--- src/rtl/product_accumulator_pkg.sv ---
// Shared definitions for the product accumulator: FSM encoding and the
// width of the products coming from the 2x2 multiplier.
package product_accumulator_pkg;

    localparam int PRODUCT_WIDTH = 4;

    typedef enum logic {
        ST_ACCUM = 1'b0,
        ST_HOLD  = 1'b1
    } state_e;

endpackage

--- src/rtl/product_accumulator_if.sv ---
// Handshake bundle between the multiplier side, the accumulator and its consumer.
// The master drives terms and consumes results; the slave is the accumulator.
interface product_accumulator_if
    import product_accumulator_pkg::*;
#(
    parameter int ACC_WIDTH = 8
);

    logic                     clear;
    logic                     in_valid;
    logic                     in_ready;
    logic [PRODUCT_WIDTH-1:0] in_product;
    logic                     out_valid;
    logic                     out_ready;
    logic [ACC_WIDTH-1:0]     out_sum;
    logic                     out_overflow;

    modport master (
        output clear, in_valid, in_product, out_ready,
        input  in_ready, out_valid, out_sum, out_overflow
    );

    modport slave (
        input  clear, in_valid, in_product, out_ready,
        output in_ready, out_valid, out_sum, out_overflow
    );

endinterface

--- src/rtl/adder_ripple_nbit.sv ---
// WIDTH-bit ripple-carry adder assembled from one full-adder cell per bit;
// the carry out of the top cell is exported for overflow tracking.
module adder_ripple_nbit #(
    parameter int WIDTH = 8
) (
    input  logic [WIDTH-1:0] a,
    input  logic [WIDTH-1:0] b,
    output logic [WIDTH-1:0] sum,
    output logic             carry_out
);

    logic [WIDTH:0] carry;

    assign carry[0] = 1'b0;

    for (genvar i = 0; i < WIDTH; i++) begin : g_cell
        assign sum[i]     = a[i] ^ b[i] ^ carry[i];
        assign carry[i+1] = (a[i] & b[i]) | (a[i] & carry[i]) | (b[i] & carry[i]);
    end

    assign carry_out = carry[WIDTH];

endmodule

--- src/rtl/product_accumulator.sv ---
// Sums TERMS multiplier products into an ACC_WIDTH accumulator and hands the
// result, with a sticky carry-out flag, to a valid/ready consumer.
module product_accumulator
    import product_accumulator_pkg::*;
#(
    parameter int ACC_WIDTH = 8,
    parameter int TERMS     = 4,
    parameter int CNT_WIDTH = 3
) (
    input  logic                  clock,
    input  logic                  reset,
    product_accumulator_if.slave  bus
);

    localparam logic [CNT_WIDTH-1:0] LAST_CNT = CNT_WIDTH'(TERMS - 1);

    state_e               state_q, state_d;
    logic [ACC_WIDTH-1:0] acc_q, acc_d;
    logic [CNT_WIDTH-1:0] count_q, count_d;
    logic                 overflow_q, overflow_d;
    logic                 out_valid_q, out_valid_d;
    logic [ACC_WIDTH-1:0] out_sum_q, out_sum_d;
    logic                 out_overflow_q, out_overflow_d;

    logic [ACC_WIDTH-1:0] product_ext;
    logic [ACC_WIDTH-1:0] add_sum;
    logic                 add_carry;
    logic                 in_ready;
    logic                 accept;

    always_comb begin
        product_ext                    = '0;
        product_ext[PRODUCT_WIDTH-1:0] = bus.in_product;
    end

    adder_ripple_nbit #(
        .WIDTH (ACC_WIDTH)
    ) u_adder (
        .a         (acc_q),
        .b         (product_ext),
        .sum       (add_sum),
        .carry_out (add_carry)
    );

    assign in_ready = (state_q == ST_ACCUM) && !bus.clear;
    assign accept   = in_ready && bus.in_valid;

    always_comb begin
        state_d        = state_q;
        acc_d          = acc_q;
        count_d        = count_q;
        overflow_d     = overflow_q;
        out_valid_d    = out_valid_q;
        out_sum_d      = out_sum_q;
        out_overflow_d = out_overflow_q;

        case (state_q)
            ST_ACCUM: begin
                if (bus.clear) begin
                    acc_d      = '0;
                    count_d    = '0;
                    overflow_d = 1'b0;
                end else if (accept) begin
                    if (count_q == LAST_CNT) begin
                        // Final term: publish and restart the running sum for the next result.
                        out_sum_d      = add_sum;
                        out_overflow_d = overflow_q | add_carry;
                        out_valid_d    = 1'b1;
                        acc_d          = '0;
                        count_d        = '0;
                        overflow_d     = 1'b0;
                        state_d        = ST_HOLD;
                    end else begin
                        acc_d      = add_sum;
                        overflow_d = overflow_q | add_carry;
                        count_d    = count_q + CNT_WIDTH'(1);
                    end
                end
            end
            ST_HOLD: begin
                // clear drops the held result even when the consumer is ready.
                if (bus.clear || bus.out_ready) begin
                    out_valid_d = 1'b0;
                    state_d     = ST_ACCUM;
                end
            end
            default: begin
                state_d = ST_ACCUM;
            end
        endcase
    end

    always_ff @(posedge clock or posedge reset) begin
        if (reset) begin
            state_q        <= ST_ACCUM;
            acc_q          <= '0;
            count_q        <= '0;
            overflow_q     <= 1'b0;
            out_valid_q    <= 1'b0;
            out_sum_q      <= '0;
            out_overflow_q <= 1'b0;
        end else begin
            state_q        <= state_d;
            acc_q          <= acc_d;
            count_q        <= count_d;
            overflow_q     <= overflow_d;
            out_valid_q    <= out_valid_d;
            out_sum_q      <= out_sum_d;
            out_overflow_q <= out_overflow_d;
        end
    end

    assign bus.in_ready     = in_ready;
    assign bus.out_valid    = out_valid_q;
    assign bus.out_sum      = out_sum_q;
    assign bus.out_overflow = out_overflow_q;

endmodule
--- src/flat_wrapper.sv ---
// flat-port wrapper written by rule: the top's interface ports become plain ports
module product_accumulator_flat import product_accumulator_pkg::*;
#(
    parameter int ACC_WIDTH = 8,
    parameter int TERMS     = 4,
    parameter int CNT_WIDTH = 3
)
  (clock, reset, bus_clear, bus_in_valid, bus_in_product, bus_out_ready, bus_in_ready, bus_out_valid, bus_out_sum, bus_out_overflow);
  product_accumulator_if #(.ACC_WIDTH(ACC_WIDTH)) bus_i ();
  input  logic clock;
  input  logic reset;
  input wire logic [$bits(bus_i.clear)-1:0] bus_clear;
  input wire logic [$bits(bus_i.in_valid)-1:0] bus_in_valid;
  input wire logic [$bits(bus_i.in_product)-1:0] bus_in_product;
  input wire logic [$bits(bus_i.out_ready)-1:0] bus_out_ready;
  output wire logic [$bits(bus_i.in_ready)-1:0] bus_in_ready;
  output wire logic [$bits(bus_i.out_valid)-1:0] bus_out_valid;
  output wire logic [$bits(bus_i.out_sum)-1:0] bus_out_sum;
  output wire logic [$bits(bus_i.out_overflow)-1:0] bus_out_overflow;
  assign bus_i.clear = bus_clear;
  assign bus_i.in_valid = bus_in_valid;
  assign bus_i.in_product = bus_in_product;
  assign bus_i.out_ready = bus_out_ready;
  assign bus_in_ready = bus_i.in_ready;
  assign bus_out_valid = bus_i.out_valid;
  assign bus_out_sum = bus_i.out_sum;
  assign bus_out_overflow = bus_i.out_overflow;
  product_accumulator #(.ACC_WIDTH(ACC_WIDTH), .TERMS(TERMS), .CNT_WIDTH(CNT_WIDTH)) u_core (.clock(clock), .reset(reset), .bus(bus_i));
endmodule
--- config.mk ---
export PLATFORM = sky130hd
export DESIGN_NAME = product_accumulator_flat
export DESIGN_NICKNAME = d
export VERILOG_FILES = /design/src/rtl/product_accumulator_pkg.sv /design/src/rtl/product_accumulator_if.sv /design/src/rtl/adder_ripple_nbit.sv /design/src/rtl/product_accumulator.sv /design/src/flat_wrapper.sv
export SDC_FILE = /design/constraint.sdc
export NUM_CORES = 1
export LEC_CHECK = 0
export BUFFER_PORTS_ARGS = -buffer_cell sky130_fd_sc_hd__buf_2
export CAP_MARGIN = 5
export CORE_MARGIN = 10
export CORE_UTILIZATION = 55
export CTS_BUF_LIST = sky130_fd_sc_hd__clkbuf_2
export DETAILED_ROUTE_END_ITERATION = 8
export PLACE_DENSITY = 0.79
export SYNTH_ARGS = -nofsm -noshare
export SYNTH_HDL_FRONTEND = slang
export SYNTH_SLANG_ARGS = --single-unit
export TNS_END_PERCENT = 30
--- constraint.sdc ---
create_clock -name clock -period 4.8 [get_ports clock]
set_clock_uncertainty 0.1 [all_clocks]
set_input_delay 0.24 -clock clock [delete_from_list [all_inputs] [get_ports clock]]
set_output_delay 0.24 -clock clock [all_outputs]
set_load 0.01 [all_outputs]
### Yosys cells after proc, flatten, opt, wreduce, memory -nomap -nowiden

Index checks and enable logic that the tools add are counted.

| word-level totals | value |
|---|---|
| input bits | 9 |
| output and inout port bits | 11 |
| word-level logic and storage cells | 74 |
| bits in registers | 23 |

| cells by class | value |
|---|---|
| bitwise operators | 34 |
| eq/ne operators | 5 |
| reductions and logical operators | 8 |
| add/sub/neg operators | 1 |
| muxes and demuxes | 19 |

Operators with widths:

| operator | count |
|---|---|
| 8-bit two-way mux | 3 |
| 1-bit bitwise AND | 14 |
| 1-bit two-way mux | 11 |
| 1-bit bitwise XOR | 11 |
| 3-bit two-way mux | 3 |
| 4-bit AND reduction | 2 |
| 1-bit OR | 7 |
| 2-bit != test (second input constant) | 3 |
| 1-bit one-hot mux with 2 select lines | 2 |
| 3-bit by 1-bit adder with 3-bit output (second input constant) | 1 |
| 3-bit by 2-bit == test with 1-bit output (second input constant) | 1 |
| 1-bit logical AND | 2 |
| 2-bit by 1-bit != test with 1-bit output (second input constant) | 1 |
| 1-bit inverter | 2 |
| 2-bit AND reduction | 1 |
| 2-bit nonzero test | 1 |
| 1-bit logical NOT | 1 |
| 1-bit logical OR | 1 |

### Depth between registers and ports, before layout

Gate-level depths: netlist of run 1.

| logic depth | value |
|---|---|
| word-level depth | 18 |
| gate-level depth with buffers | 12 |
| mapped depth without buffers | 12 |

### Cells and area by module

From an unflattened synthesis of run 1, not the netlist that was laid out.

| unflattened totals | value |
|---|---|
| cells, all modules | 80 |
| area total of the unflattened synthesis | 1109.8 um2 |

Modules (own cells, without submodules):

| module | times used | cells an instance | area an instance (um2) |
|---|---|---|---|
| product_accumulator | 1 | 67 | 938.4 |
| adder_ripple_nbit | 1 | 13 | 171.4 |

### Worst setup path after synthesis of run 1

No wires, ideal clock.

| timing | value |
|---|---|
| kind | register to register |
| start | reg u_core.acc_q[0] |
| end | reg u_core.out_sum_q[7] (netlist: u_core.bus.out_sum[7]) |
| setup slack | 2.054 ns |
| data arrival time | 2.521 ns |
| stages on the path, launching flop included | 12 |
| path through | dfrtp_1 ha_1 inv_1 fa_1 fa_1 fa_1 inv_1 ha_1 ha_1 ha_1 ha_1 mux2_4 |

| on the way | value |
|---|---|
| word-level cells in the longest chain between the ends | 14 |

Ends and longest elaborated chain:

| what | line | source |
|---|---|---|
| start: declaration | product_accumulator.sv:18 | `logic [ACC_WIDTH-1:0] acc_q, acc_d;` |
| start signal: assignment | product_accumulator.sv:96 | `acc_q <= '0;` |
| start signal: assignment | product_accumulator.sv:104 | `acc_q <= acc_d;` |
| 1-bit bitwise AND (*) | adder_ripple_nbit.sv:18 | `assign carry[i+1] = (a[i] & b[i]) \| (a[i] & carry[i]) \| (b[i] & carry[i]);` |
| 1-bit bitwise AND | adder_ripple_nbit.sv:18 |  |
| 1-bit OR | adder_ripple_nbit.sv:18 |  |
| 1-bit OR (*) | adder_ripple_nbit.sv:18 |  |
| 1-bit bitwise AND | adder_ripple_nbit.sv:18 |  |
| 1-bit OR | adder_ripple_nbit.sv:18 |  |
| 1-bit OR (*) | adder_ripple_nbit.sv:18 |  |
| 1-bit bitwise AND | adder_ripple_nbit.sv:18 |  |
| 1-bit OR | adder_ripple_nbit.sv:18 |  |
| 1-bit OR (*) | adder_ripple_nbit.sv:18 |  |
| 1-bit bitwise AND (*) (3 in series) | adder_ripple_nbit.sv:18 |  |
| 1-bit bitwise XOR (*) | adder_ripple_nbit.sv:17 | `assign sum[i] = a[i] ^ b[i] ^ carry[i];` |
| via u_core.add_sum[7] | product_accumulator.sv:26 | `logic [ACC_WIDTH-1:0] add_sum;` |
| end signal: assignment | product_accumulator.sv:108 | `out_sum_q <= out_sum_d;` |
| end: declaration | product_accumulator.sv:22 | `logic [ACC_WIDTH-1:0] out_sum_q, out_sum_d;` |

Mark *: on every way through the listed nets, which the timed path passes. The rest lies on a longest branch.
A chain may end at the register's enable or synchronous reset.

### Final worst setup path of run 1

Same ends and word-level chain as after synthesis.

==> results of run 1 <==
## placed cells by master (no fill, tap or decap), drive strengths merged
master / Yosys / routed
nor2: 3 / 3
a21oi: 6 / 6
nand2b: 1 / 1
o21ai: 6 / 6
ha: 6 / 6
o31ai: 1 / 1
fa: 3 / 3
dlygate4sd3: 0 / 2
o21bai: 1 / 1
a22o: 5 / 5
clkinv: 0 / 1
a31oi: 6 / 6
dfrtp: 23 / 23
nand2: 9 / 9
mux2: 5 / 5
nor3b: 1 / 1
and2: 1 / 1
clkbuf: 0 / 3
buf: 2 / 19
nor2b: 2 / 2
o21a: 1 / 1
inv: 10 / 10
## area by class of cell
cell class	instances	area, um^2	share of cell area
clock inverters	1	5.00	0.00400
multi-input cells	57	470	0.376
inverters	10	37.5	0.0300
clock buffers	3	15.0	0.0120
repair buffers	21	115	0.0919
flip-flops and latches	23	576	0.460
well taps	27	33.8	0.0270
## routing by layer
metal / vias to the layer above / global-route usage / wire [um]
met1: 361 / 0.120 / 912
met3: 4 / 0.0361 / 104
met4: 0 / 0.0695 / 42
met5: - / 0 / 0
met2: 14 / 0.181 / 1050
li1: 364 / - / -
## worst max path at each step
| stage | startpoint | endpoint | slack (ns) | depth (start not counted) |
|---|---|---|---|---|
| after CTS | u_core.acc_q[0] | u_core.bus.out_sum[7] | 1.84 | 11 |
| after detailed placement | u_core.acc_q[0] | u_core.bus.out_sum[7] | 1.87 | 11 |
| after floorplan | u_core.acc_q[0] | u_core.bus.out_sum[7] | 2.05 | 11 |
| after global routing | u_core.acc_q[0] | u_core.bus.out_sum[7] | 1.74 | 11 |
| final | u_core.acc_q[0] | u_core.bus.out_sum[7] | 1.83 | 11 |
| after global placement | u_core.acc_q[0] | u_core.bus.out_sum[7] | 2.01 | 11 |
## through the flow
stage           util  setup WS [ns]  power (mW)
2_1_floorplan      -           2.05       0.283
3_3_place_gp   0.631           2.01       0.313
3_5_place_dp   0.631           1.87       0.316
4_1_cts        0.652           1.84       0.397
5_1_grt        0.652           1.74       0.416
6_report       0.652           1.83       0.390
## worst max-delay path: stages, from the launching register on
cell     delay [ns]
dfrtp_1        0.42
ha_1           0.15
inv_1          0.05
fa_1           0.37
fa_1           0.39
fa_1           0.36
inv_1          0.06
ha_1           0.14
ha_1           0.16
ha_1           0.16
ha_1           0.24
mux2_4         0.27
## where the power goes
group	total (mW)	switching (mW)	internal (mW)	leakage [nW]
clock network	0.0784	0.0595	0.0189	0.0164
registers	0.228	0.0117	0.216	0.312
logic	0.0837	0.0459	0.0378	0.353
## sequential cells by signal, summed over array words and instances, names as in the netlist
name,count
u_core.acc_q,8
u_core.bus.out_sum,8
u_core.count_q,3
u_core.bus.out_overflow,1
u_core.bus.out_valid,1
u_core.overflow_q,1
u_core.state_q,1
## cell usage after synthesis (all sizes together)
| master | n |
|---|---|
| nor3b | 1 |
| nor2 | 3 |
| dfrtp | 23 |
| o21ai | 6 |
| and2 | 1 |
| nand2 | 9 |
| inv | 10 |
| o31ai | 1 |
| mux2 | 5 |
| a21oi | 6 |
| a31oi | 6 |
| o21bai | 1 |
| ha | 6 |
| fa | 3 |
| nor2b | 2 |
| o21a | 1 |
| a22o | 5 |
| nand2b | 1 |
| buf | 2 |
## kinds of logic (layout without fill, tap and decap cells)
family                     Yosys count  in the layout
adders and majority gates            9              9
muxes                                5              5
buffers and inverters               12             35
DFF                                 23             23
AOI/OAI and AO/OA                   26             26
and+or+nand+nor                     17             17
## timing repair
action                    in CTS  in global routing
buffers inserted               0                  0
hold buffers                   2                  0
hold endpoints to repair      24                  0
==> key figures, run 1 <==
Layout
  • Post-Layout Cell Count: 142
  • ANT cells: 0
  • Fin area: 1250 um^2
  • P&R area growth vs syn: 14.3%
  • Share of cells above drive strength 1: 0.261
  • Fillers: 167
  • Final nets: 134

Routing
  • Total length of routed wires: 2.11 mm
  • Initial DRC count: 42
  • DR vias: 743
  • ANT nets after route: 0
  • Pre-Repair DR Iteration Count: 4
  • DR vias/cell: 5.23
  • DR WL/cell: 14.9 um
  • Drc violations: 0

Power and ir drop
  • Maximum VDD drop: 0.000176 V
  • Power per cell area: 311 nW/um^2
  • Leakage: 0.681 nW

Job
  • Max Cap Violations: 0

Place
  • Placed wire-length estimate: 1.52 mm
  • IO Port Bufs: 19
  • Gp weighted congestion: 0.738
  • Cells after DPL: 136
  • Area after DPL: 1210 um^2

Timing
  • Slew @ Worst Pin: 0.843 ns
  • Hold_ws: 0.0723 ns
  • Setup_tns: 0 ns
  • Slew margin rel.: 0.438
  • Max Fclk: 0.337 GHz
  • Fin. max-slew vios: 0
  • Final period utilization: 0.619
  • Setup Viol. Count Final: 0
  • Fin. Hold Viols: 0
  • Unrepaired setup endpoints after global routing: no
  • Tmin final: 2.97 ns

Worst hold path
  • Hold Path Origin: bus_clear
  • WHS Path Cells: 2
  • Hold Path Class: in2reg
  • Worst-case hold path end point: u_core.state_q

Floorplanning
  • Placeable Area: 1920 um^2
  • I/O pin cnt: 20
  • Initial Util: 0.570
  • Die area: 4180 um^2
  • Width of the die: 64.6 um
  • Rows: 16
  • Die height: 64.6 um

Logic synthesis
  • Largest family of logic cells by synthesized area: compound AO/OA/AOI/OAI gates
  • Post-Syn Area: 1100 um^2
  • Top cell type's share of synthesized area: 0.525
  • Post-Synth XOR/XNOR Area: 0
  • Synth Warn #: 0
  • Adder-Cell Fraction of Synth Area: 0.123
  • Synth Area per Inst: 11.9 um^2
  • Post-synthesis sequential area ratio: 0.525
  • Multiplexer share of the synthesized area: 0.0685
  • Simple-gate portion of the synthesized area: 0.0879
  • Synth top area cells: dfrtp_1 (53%), ha_1 (6.8%), mux2_4 (6.8%)
  • Yosys reg bits: 23
  • Post-Syn Nets: 110
  • Largest area contributor in the netlist: dfrtp_1
  • Synth unique cells: 21
  • Post-Synthesis Cells: 92
  • Compound-Gate Fraction of Synth Area: 0.150

Setup path
  • CP endpoint kind: flip-flop
  • Crit Path Max Fanout: 2
  • Worst Path Arrival: 3.12 ns
  • CP required: 4.95 ns
  • Critical R2R Capture: u_core.bus.out_sum[7]
  • CP Launch Type: flip-flop
  • Worst R2R Path Depth: 11
  • R2R Setup Slk: 1.83 ns
  • Reg-to-Reg Start: u_core.acc_q[0]
  • Worst setup path class: reg2reg

Global routing
  • Initial antenna violation count: 0
  • Largest net degree at the start of global routing: 24
  • GR Util All Layers: 0.110
  • First-pass GRT wire length: 3.69 mm
  • Vias in the first global route: 807
  • Grt ovf: 0

CTS
  • TritonCTS clock tree: yes
  • Clock Tree Root: clkbuf_2
  • Clock latency on the worst-skew pair: 0.34 ns
  • Cts bufs inserted: 3
  • Post-cts repair resize count: 0
  • Reg clk slew, reported paths: 0.22 ns
  • Clk buf depth: 2
  • CTS Sinks: 23
  • H-Tree Depth: 1

Status
  • Status: complete, no violations
No activity file was read; power rests on OpenSTA's default activity.
==> inputs of run 2 (changes only) <==
CORE_UTILIZATION = 51   (was 55)
PLACE_DENSITY = 0.77   (was 0.79)
clock period = 2.7 ns   (was 4.8 ns; I/O delays follow)
==> run 2 against run 1 <==
The flow now finishes with violations (negative setup slack). Via count up 0.94%. Critical path depth unchanged. Critical path type unchanged. Register-to-register slack worse by 1.8 ns. Clock power up 84%. Highest routed layer unchanged. Count of clock-buffer cells in the layout unchanged. Sequential share of layout area down 3.9 points.
==> key figures, run 2 (synthesized netlist as in run 1, its figures left out) <==
Layout
  • Commonest non-fill, non-tap cell in the layout: dfrtp_1
  • Final nets: 140
  • Fin area: 1370 um^2
  • ANT cells: 0
  • P&R area growth vs syn: 24.8%
  • Share of cells above drive strength 1: 0.355
  • Commonest cells after routing, fill and taps aside: dfrtp_1 (23), buf_2 (19), nand2_1 (8), inv_1 (8)

CTS
  • Clock latency on the worst-skew pair: 0.34 ns
  • H-Tree Depth: 1
  • Cts bufs inserted: 3
  • Reg clk slew, reported paths: 0.24 ns
  • Clk buf depth: 2
  • Clock Tree Root: clkbuf_2
  • CTS Sinks: 23
  • TritonCTS clock tree: yes

Timing
  • Setup Viol. Count Final: 1
  • Final period utilization: 1.01
  • Fin. Hold Viols: 0
  • Max Fclk: 0.368 GHz
  • Setup_tns: -0.0173 ns
  • Slew @ Worst Pin: 0.838 ns
  • Fin. max-slew vios: 0
  • Slew margin rel.: 0.441
  • Fin worst setup slack: -0.0173 ns
  • Unrepaired setup endpoints after global routing: yes
  • Tmin final: 2.72 ns

Floorplanning
  • Die area: 4400 um^2
  • Die height: 66.4 um
  • Rows: 16
  • Placeable Area: 2000 um^2
  • Initial Util: 0.547
  • I/O pin cnt: 20
  • Width of the die: 66.4 um

Status
  • Failing checks: negative setup slack
  • Status: complete, but fails checks

Setup path
  • Worst R2R Path Depth: 11
  • Worst setup path class: reg2reg
  • Crit Path Max Fanout: 2
  • CP required: 2.87 ns
  • Worst Path Arrival: 2.89 ns
  • Reg-to-Reg Start: u_core.acc_q[0]
  • CP endpoint kind: flip-flop
  • R2R Setup Slk: -0.02 ns
  • Critical R2R Capture: u_core.bus.out_sum[7]
  • CP Launch Type: flip-flop

Global routing
  • Largest net degree at the start of global routing: 24
  • Grt ovf: 0
  • Vias in the first global route: 754
  • First-pass GRT wire length: 3.51 mm
  • Initial antenna violation count: 0
  • GR Util All Layers: 0.103

Routing
  • Drc violations: 0
  • ANT nets after route: 0
  • DR vias: 750
  • Total length of routed wires: 2.09 mm
  • DR vias/cell: 5.07
  • Pre-Repair DR Iteration Count: 4
  • Initial DRC count: 11
  • DR WL/cell: 14.1 um

Worst hold path
  • Hold Path Origin: bus_in_product[0]
  • WHS Path Cells: 3
  • Worst-case hold path end point: u_core.acc_q[0]
  • Hold Path Class: in2reg

Power and ir drop
  • Leakage: 0.693 nW
  • Maximum VDD drop: 0.000317 V
  • Tot Pwr: 714 uW
  • Power per cell area: 522 nW/um^2

Place
  • Gp weighted congestion: 0.747
  • IO Port Bufs: 19
  • Area after DPL: 1220 um^2
  • DP Worst Slack: -0.0818 ns
  • Placed wire-length estimate: 1.48 mm

Job
  • Max Cap Violations: 0
run 2: worst max-delay path by stage:
stage | from | to | slack, ns
6_report | u_core.acc_q[0] | u_core.bus.out_sum[7] | -0.02
5_1_grt | u_core.acc_q[0] | u_core.bus.out_sum[7] | -0.07
4_1_cts | u_core.acc_q[0] | u_core.bus.out_sum[7] | -0.02
3_5_place_dp | u_core.acc_q[0] | u_core.bus.out_sum[7] | -0.08
3_3_place_gp | u_core.acc_q[0] | u_core.bus.out_sum[7] | -0.007
2_1_floorplan | u_core.acc_q[0] | u_core.bus.out_sum[7] | 0.04
run 2: cell type report:
cell class / count / area, um^2
sequential: 23 / 576
fill: 158 / 634
multi-input combinational: 57 / 531
clock inverter: 1 / 7.51
clock buffer: 3 / 15.0
tap: 27 / 33.8
timing repair buffer: 27 / 168
inverter: 10 / 37.5
run 2: per-layer routing:
metal / global-route usage / wire length, um
met5: 0 / 0
met4: 0.0393 / 23
met3: 0.0339 / 97
met2: 0.156 / 1010
met1: 0.133 / 958
run 2: critical path: stages (launching register included):
cell	delay, ns
dfrtp_1	0.40
ha_2	0.17
inv_2	0.04
fa_2	0.35
fa_2	0.34
fa_2	0.34
inv_2	0.07
ha_4	0.13
ha_4	0.13
ha_4	0.13
ha_4	0.19
mux2_4	0.26
run 2: metrics by stage:
| step | util | hold WS (ns) | std cells |
|---|---|---|---|
| after floorplan | - | 0.0369 | 92 |
| after global placement | 0.612 | 0.227 | 137 |
| after detailed placement | 0.612 | 0.227 | 137 |
| after CTS | 0.674 | 0.0246 | 146 |
| after global routing | 0.683 | 0.0784 | 148 |
| final | 0.683 | 0.0987 | 148 |
run 2: where the power goes:
part / internal [mW] / total (mW) / switching [mW]
combinational: 0.0781 / 0.165 / 0.0866
clock: 0.0344 / 0.144 / 0.109
sequential: 0.384 / 0.405 / 0.0212
run 2: timing repair:
| action | 4_1_cts | 5_1_grt |
|---|---|---|
| resized for setup | 11 | 0 |
| setup buffers | 1 | 1 |
| pin swaps | 3 | 1 |
| endpoints found under the setup margin | 2 | 3 |
| hold buffers | 4 | 1 |
| hold endpoints to repair | 26 | 1 |
==> inputs of run 3 (changes only) <==
MAX_ROUTING_LAYER = met4   (was unset)
==> run 3 against run 2 <==
The flow still finishes with violations (negative setup slack). Sequential share of layout area rose by 0.31 points. First-iteration DRC count decreased by 45%. Wire length down 0.81%. Utilization is 0.50 points lower. Clock power about the same. Critical path depth did not move. Largest cell class unchanged.
==> key figures, run 3 (synthesized netlist as in run 1, its figures left out) <==
Global routing
  • Largest net degree at the start of global routing: 24
  • GR Util All Layers: 0.105
  • Vias in the first global route: 754
  • Initial antenna violation count: 0
  • First-pass GRT wire length: 3.48 mm
  • Grt ovf: 0

Timing
  • Max Fclk: 0.367 GHz
  • Tmin final: 2.72 ns
  • Unrepaired setup endpoints after global routing: yes
  • Final period utilization: 1.01
  • Fin. Hold Viols: 0
  • Fin worst setup slack: -0.0239 ns
  • Slew margin rel.: 0.443
  • Slew @ Worst Pin: 0.835 ns
  • Setup Viol. Count Final: 1
  • Fin. max-slew vios: 0

Setup path
  • Setup crit start: u_core.acc_q[0]
  • CP peak stage delay: 0.40 ns
  • Reg-to-Reg Start: u_core.acc_q[0]
  • CP max stage cell: dfrtp_1
  • CP endpoint kind: flip-flop
  • Most used cell along the critical path: ha_4
  • CP Launch Type: flip-flop
  • Worst setup path class: reg2reg
  • CP required: 2.87 ns
  • Critical path cell sequence: ha_2 -> inv_2 -> fa_2 -> fa_2 -> fa_2 -> inv_2 -> ha_4 -> ha_4 -> ha_4 -> ha_4 -> mux2_4
  • Worst Path Arrival: 2.89 ns
  • Crit Path Max Fanout: 2

Layout
  • Fin area: 1360 um^2
  • Share of cells above drive strength 1: 0.358
  • Multi-input logic area: 531 um^2
  • Commonest cells after routing, fill and taps aside: dfrtp_1 (23), buf_2 (19), nand2_1 (8), inv_1 (8)
  • ANT cells: 0
  • P&R area growth vs syn: 23.9%
  • Final nets: 139
  • Fillers: 159
  • Fin util: 0.678
  • Commonest non-fill, non-tap cell in the layout: dfrtp_1
  • Register area: 576 um^2

Routing
  • DR vias: 748
  • ANT nets after route: 0
  • DR vias/cell: 5.09
  • Initial DRC count: 6
  • Pre-Repair DR Iteration Count: 4
  • Total length of routed wires: 2.08 mm
  • DR WL/cell: 14.1 um
  • Drc violations: 0

Power and ir drop
  • Maximum VDD drop: 0.000317 V
  • Leakage: 0.688 nW
  • Power per cell area: 524 nW/um^2

Floorplanning
  • Placeable Area: 2000 um^2
  • Initial Util: 0.547
  • Die height: 66.4 um
  • Die area: 4400 um^2
  • Width of the die: 66.4 um
  • I/O pin cnt: 20
  • Rows: 16

CTS
  • Reg clk slew, reported paths: 0.23 ns
  • Clock latency on the worst-skew pair: 0.34 ns
  • Clock Tree Root: clkbuf_2
  • TritonCTS clock tree: yes
  • Cts bufs inserted: 3
  • Clk buf depth: 2
  • H-Tree Depth: 1
  • CTS Sinks: 23

Place
  • Placed wire-length estimate: 1.48 mm
  • Area after DPL: 1220 um^2
  • DP Worst Slack: -0.0818 ns
  • Gp weighted congestion: 0.756
  • IO Port Bufs: 19

Job
  • Max Cap Violations: 0

Worst hold path
  • Hold Path Origin: bus_in_valid
  • Hold Path Class: in2reg

Status
  • Failing checks: negative setup slack
  • Status: complete, but fails checks
==> run 3: cell type report <==
cell class | count | share of cell area
Sequential cell | 23 | 0.424
Clock buffer | 3 | 0.0111
Timing Repair Buffer | 26 | 0.116
Tap cell | 27 | 0.0249
Inverter | 10 | 0.0276
Clock inverter | 1 | 0.00553
Multi-Input combinational cell | 57 | 0.391
==> run 3: metrics by stage <==
| step | power [mW] | hold slack (ns) | TNS [ns] | instances |
|---|---|---|---|---|
| after global placement | 0.558 | 0.227 | -0.00688 | 137 |
| final | 0.711 | 0.0350 | -0.0239 | 147 |
| after global routing | 0.760 | 0.00771 | -0.0819 | 147 |
| after floorplan | 0.504 | 0.0369 | 0 | 92 |
| after CTS | 0.716 | 0.0246 | -0.0226 | 146 |
| after detailed placement | 0.563 | 0.227 | -0.0959 | 137 |
==> run 3: power breakdown <==
part | leakage (nW) | internal [mW] | switching, mW
Sequential | 0.312 | 0.384 | 0.0211
Clock | 0.0126 | 0.0344 | 0.108
Combinational | 0.364 | 0.0772 | 0.0862
Total | 0.688 | 0.496 | 0.215
==> run 3: per-layer routing <==
metal  wire (um)  vias up  GRT usage
met5           0        -          -
met3          96        4     0.0288
li1            -      375          -
met4          23        0     0.0393
met1         960      354      0.133
met2         995       15      0.156
==> run 3: final timing paths <==
kind	slack, ns	end	cells after the start
min	0.03	u_core.count_q[1]	3
min in group asynchronous	0.35	u_core.bus.out_valid	3
max in group asynchronous	1.62	u_core.acc_q[0]	3
min reg2reg	0.41	u_core.bus.out_valid	2
max	-0.02	u_core.bus.out_sum[7]	11
max reg2reg	-0.02	u_core.bus.out_sum[7]	11
==> run 3: timing repair <==
item	CTS	global route
pin swaps	3	1
hold buffers	4	0
setup endpoints to repair	2	3
resized for setup	11	0
setup buffers	1	1
hold endpoints to repair	26	0
==> run 3: worst max-delay path, delay by kind of cell (launching register included) <==
kind	cells	cell delay, ns
buf+inv	2	0.11
flops	1	0.40
fa+ha+maj	8	1.78
mux	1	0.26
